`src/rtl/axi4lite_slave_regs.sv`:
```
// AXI4-Lite responder with three 8-bit R/W registers and a read-only
// count of successful writes at address 3.
module axi4lite_slave_regs (
  input  logic        m_axi_aclk,
  input  logic        m_axi_aresetn,
  input  logic [1:0]  s_axi_awaddr,
  input  logic        s_axi_awvalid,
  output logic        s_axi_awready,
  input  logic [7:0]  s_axi_wdata,
  input  logic        s_axi_wstrb,
  input  logic        s_axi_wvalid,
  output logic        s_axi_wready,
  output logic [1:0]  s_axi_bresp,
  output logic        s_axi_bvalid,
  input  logic        s_axi_bready,
  input  logic [1:0]  s_axi_araddr,
  input  logic        s_axi_arvalid,
  output logic        s_axi_arready,
  output logic [7:0]  s_axi_rdata,
  output logic [1:0]  s_axi_rresp,
  output logic        s_axi_rvalid,
  input  logic        s_axi_rready,
  output logic [23:0] regs_out
);

  localparam int unsigned ADDR_W = 2;
  localparam int unsigned DATA_W = 8;
  localparam int unsigned NREGS  = 3;

  localparam logic [1:0] RESP_OKAY   = 2'b00;
  localparam logic [1:0] RESP_SLVERR = 2'b10;
  localparam logic [ADDR_W-1:0] CNT_ADDR = ADDR_W'(3);

  logic [NREGS-1:0][DATA_W-1:0] regs_q;
  logic [DATA_W-1:0]            wcount;
  logic                         aw_held;
  logic [ADDR_W-1:0]            aw_addr;
  logic                         w_held;
  logic [DATA_W-1:0]            w_data;
  logic                         w_strb;
  logic                         commit;

  assign s_axi_awready = ~aw_held;
  assign s_axi_wready  = ~w_held;
  assign s_axi_arready = ~s_axi_rvalid;
  assign regs_out      = regs_q;

  // A held pair waits for any outstanding response to drain first.
  assign commit = aw_held & w_held & ~s_axi_bvalid;

  // Write path: independent AW/W capture, commit, and B channel.
  always_ff @(posedge m_axi_aclk or negedge m_axi_aresetn) begin
    if (!m_axi_aresetn) begin
      regs_q       <= '0;
      wcount       <= '0;
      aw_held      <= 1'b0;
      aw_addr      <= '0;
      w_held       <= 1'b0;
      w_data       <= '0;
      w_strb       <= 1'b0;
      s_axi_bvalid <= 1'b0;
      s_axi_bresp  <= RESP_OKAY;
    end else begin
      if (s_axi_awvalid && !aw_held) begin
        aw_held <= 1'b1;
        aw_addr <= s_axi_awaddr;
      end
      if (s_axi_wvalid && !w_held) begin
        w_held <= 1'b1;
        w_data <= s_axi_wdata;
        w_strb <= s_axi_wstrb;
      end
      if (s_axi_bvalid && s_axi_bready) begin
        s_axi_bvalid <= 1'b0;
      end
      if (commit) begin
        aw_held      <= 1'b0;
        w_held       <= 1'b0;
        s_axi_bvalid <= 1'b1;
        if (aw_addr == CNT_ADDR) begin
          s_axi_bresp <= RESP_SLVERR;
        end else begin
          s_axi_bresp <= RESP_OKAY;
          wcount      <= wcount + DATA_W'(1);
          if (w_strb) begin
            case (aw_addr)
              2'd0:    regs_q[0] <= w_data;
              2'd1:    regs_q[1] <= w_data;
              default: regs_q[2] <= w_data;
            endcase
          end
        end
      end
    end
  end

  // Read path: capture on AR handshake, hold until R handshake.
  always_ff @(posedge m_axi_aclk or negedge m_axi_aresetn) begin
    if (!m_axi_aresetn) begin
      s_axi_rvalid <= 1'b0;
      s_axi_rdata  <= '0;
      s_axi_rresp  <= RESP_OKAY;
    end else if (s_axi_arvalid && !s_axi_rvalid) begin
      s_axi_rvalid <= 1'b1;
      s_axi_rresp  <= RESP_OKAY;
      case (s_axi_araddr)
        2'd0:    s_axi_rdata <= regs_q[0];
        2'd1:    s_axi_rdata <= regs_q[1];
        2'd2:    s_axi_rdata <= regs_q[2];
        default: s_axi_rdata <= wcount;
      endcase
    end else if (s_axi_rvalid && s_axi_rready) begin
      s_axi_rvalid <= 1'b0;
    end
  end

endmodule

```
`config.mk`:
```
export PLATFORM = sky130hd
export DESIGN_NAME = axi4lite_slave_regs
export DESIGN_NICKNAME = d
export VERILOG_FILES = /design/src/rtl/axi4lite_slave_regs.sv
export SDC_FILE = /design/constraint.sdc
export NUM_CORES = 1
export LEC_CHECK = 0
export CORE_UTILIZATION = 49
export DETAILED_ROUTE_END_ITERATION = 16
export HOLD_SLACK_MARGIN = 0.03
export PLACE_DENSITY_LB_ADDON = 0.2
export SYNTH_ARGS = -nofsm -noshare
export SYNTH_HDL_FRONTEND = slang
export SYNTH_SLANG_ARGS = --single-unit
```
`constraint.sdc`:
```
create_clock -name m_axi_aclk -period 2.02 [get_ports m_axi_aclk]
set_clock_uncertainty 0.2 [all_clocks]
set_input_delay 0.404 -clock m_axi_aclk [delete_from_list [all_inputs] [get_ports m_axi_aclk]]
set_output_delay 0.404 -clock m_axi_aclk [all_outputs]
set_load 0.02 [all_outputs]
```
==> results.yml <==
worst_setup_path:
  critPathKind: "flop to flop"
  worst_setup_path_end_kind: "flop"
  timing.rr.start: "s_axi_bvalid"
  rr_worst_depth: 5
  arrival_ns: 1.93
  rr_endpoint: "regs_out[3]"
  critical_path.startpoint_type: "flop"
  cp_data_required_time_ns: 2.02
  r2r_setup_slack_ns: 0.09
  crit_fanout: 5
  critPathCapture: "regs_out[3]"
  cp-startpoint: "s_axi_bvalid"
sta:
  setup_viol_count_final: 0
  finalHoldWorstSlack_ns: 0.292
  period_share_pct: 95.6
  fin_ws_ns: 0.0879
  hold_violations: 0
  tns_ns: 0
  period_minus_slack_ns: 1.93
  finalMaxSlewViolations: 0
  fmax_mhz: 518
  rsz0062_at_grt: "false"
cells_and_area:
  antenna_cells: 0
  nets: 248
  fin_area_um2: 3280
  drive_gt1_share_pct: 32.9
  layout_common_cells: "dfrtp_1 (56), clkdlybuf4s50_1 (53), mux2_2 (36)"
  fillers: 348
  layout_commonest_cell: "dfrtp_1"
  synthToLayoutAreaGrowth_pct: 34.3
cts:
  cts_buffers: 5
  clk_path_buf_depth: 2
  clkTransAtPathRegs_ns: 0.09
  cts_htree_levels: 2
  insertion_delay_ns: 0.31
  cts_tree: "built"
  clkSinkCount: 56
  cts_setup_buffers: 0
  cts_root_buffer: "clkbuf_8"
yosys:
  yosysWarnings: 0
  syn_area_per_cell_um2: 15.7
  yosysTopAreaCellShare_pct: 57.3
  netlist_area_um2: 2450
  synth.distinct_cells: 27
  synthTopCellsByArea: "dfrtp_1 (57%), mux2_2 (17%), mux4_2 (7.4%), mux2_4 (4.9%), xnor2_1 (2.5%)"
  synth_seq_cells: 56
  seq_area_frac_synth_pct: 57.3
  yosys.area.top_type: "dfrtp_1"
  syn-instance-count: 156
global_route:
  grt_pass1_wl_mm: 8.06
  grt_pass1_vias: 1524
  grt_overflow: 0
  use_met2_pct: 35.0
  grt_util_met1_pct: 28.1
  track_usage_pct: 21.3
  grt_max_degree: 57
  use_met3_pct: 5.52
  busiest_layer: "met2"
  antenna_found_initial: 0
power_and_ir_drop:
  peakVddDrop_v: 0.000767
  powerDensity_nw_per_um2: 1530
  p_leak_nw: 1.49
routing:
  viasPerCell: 5.17
  wl_per_cell_um: 16.5
  drt-pass1-iter-count: 4
  via_count: 1525
  dr.first_iter.drc_count: 84
  drt.antenna.violating_nets: 0
  wirelength_mm: 4.88
  drc: 0
die:
  design.die.area_um2: 5280
  fp-row-count: 25
  start_util_pct: 51.4
  die_height_um: 72.7
  num_io_pins: 61
  die_w_um: 72.7
  core_area_um2: 4750
placement:
  place_congestion: 0.806
  dp_hpwl_mm: 3.56
  dpl_cell_area_um2: 3180
  io_buffers: 57
  pre_cts_ws_ns: -0.151
run_status:
  status: "complete, no violations"
job:
  max_cap_violations: 0
hold_path:
  hp-class: "flop to flop"
[routing by layer]
layer / vias to the layer above / part of all wire (%)
met5: - / 0
met4: 0 / 0.88
met3: 4 / 3.9
met2: 44 / 51
met1: 783 / 44
li1: 694 / -
[Yosys cell counts]
master,n
a21o_1,1
and2b_1,2
and3_1,2
and3b_1,1
and4b_1,1
buf_2,1
buf_4,3
buf_6,2
clkbuf_1,3
conb_1,1
dfrtp_1,56
ha_1,1
inv_1,4
mux2_2,36
mux2_4,8
mux4_2,8
nand2_1,3
nand2_4,1
nand3_1,2
nand4_1,3
nor2_1,4
nor2b_1,1
nor3b_4,2
o21a_1,1
o21bai_1,1
or3_1,1
xnor2_1,7
[worst min path at each step]
stage	from	to	slack, ns	cells past startpoint
final	wcount[7]	wcount[7]	0.29	1
after global routing	wcount[7]	wcount[7]	0.32	1
after CTS	wcount[7]	wcount[7]	0.29	1
after detailed placement	m_axi_aresetn	s_axi_rdata[7]	0.22	2
after global placement	m_axi_aresetn	regs_out[7]	0.22	2
after floorplan	m_axi_aresetn	aw_addr[0]	-0.09	0
[state kept, by name, summed over array words and instances, names as in the netlist]
name,count
aw_addr,2
s_axi_bvalid,1
wcount,8
s_axi_rvalid,1
s_axi_bresp,1
aw_held,1
w_strb,1
regs_out,24
w_held,1
s_axi_rdata,8
w_data,8
[area by class of cell]
cell class	instances	area (um^2)	area share, %
tap	67	83.8	2.55
inverter	4	15.0	0.457
timing repair buffer	71	718	21.9
clock buffer	8	90.1	2.74
sequential	56	1400	42.7
multi-input combinational	89	976	29.7
[worst max-delay path, stage by stage, from the launching register on]
cell and delay, ns:
dfrtp_1 0.41, and3b_1 0.29, nand2_4 0.09, or3_1 0.34, buf_4 0.19, mux2_4 0.30
[through the flow]
step / std cells / power (W) / util (%)
2_1_floorplan: 158 / 0.00338 / -
3_3_place_gp: 286 / 0.00434 / 66.8
3_5_place_dp: 286 / 0.00444 / 66.8
4_1_cts: 295 / 0.00507 / 68.9
5_1_grt: 295 / 0.00531 / 69.1
6_report: 295 / 0.00501 / 69.1
[cells by family after synthesis]
logic type / after synthesis / synth area share, %
AOI/OAI and AO/OA: 3 / 0.921
xor gates and xnor gates: 7 / 2.51
adders and majority gates: 1 / 0.511
buffers and inverters: 13 / 3.12
DFF: 56 / 57.3
muxes: 52 / 28.8
other: 1 / 0.153
and+or+nand+nor: 23 / 6.65
[report_power, final]
group | switching (W) | internal [W]
sequential | 0.000449 | 0.00163
clock | 0.000337 | 0.000280
combinational | 0.000966 | 0.00135
[repair_timing]
item | 4_1_cts | 5_1_grt
hold endpoints to repair | 56 | 0
resized for setup | 0 | 3
endpoints found under the setup margin | 0 | 3
hold buffers | 1 | 0
Power figures use the tool's default switching activity.
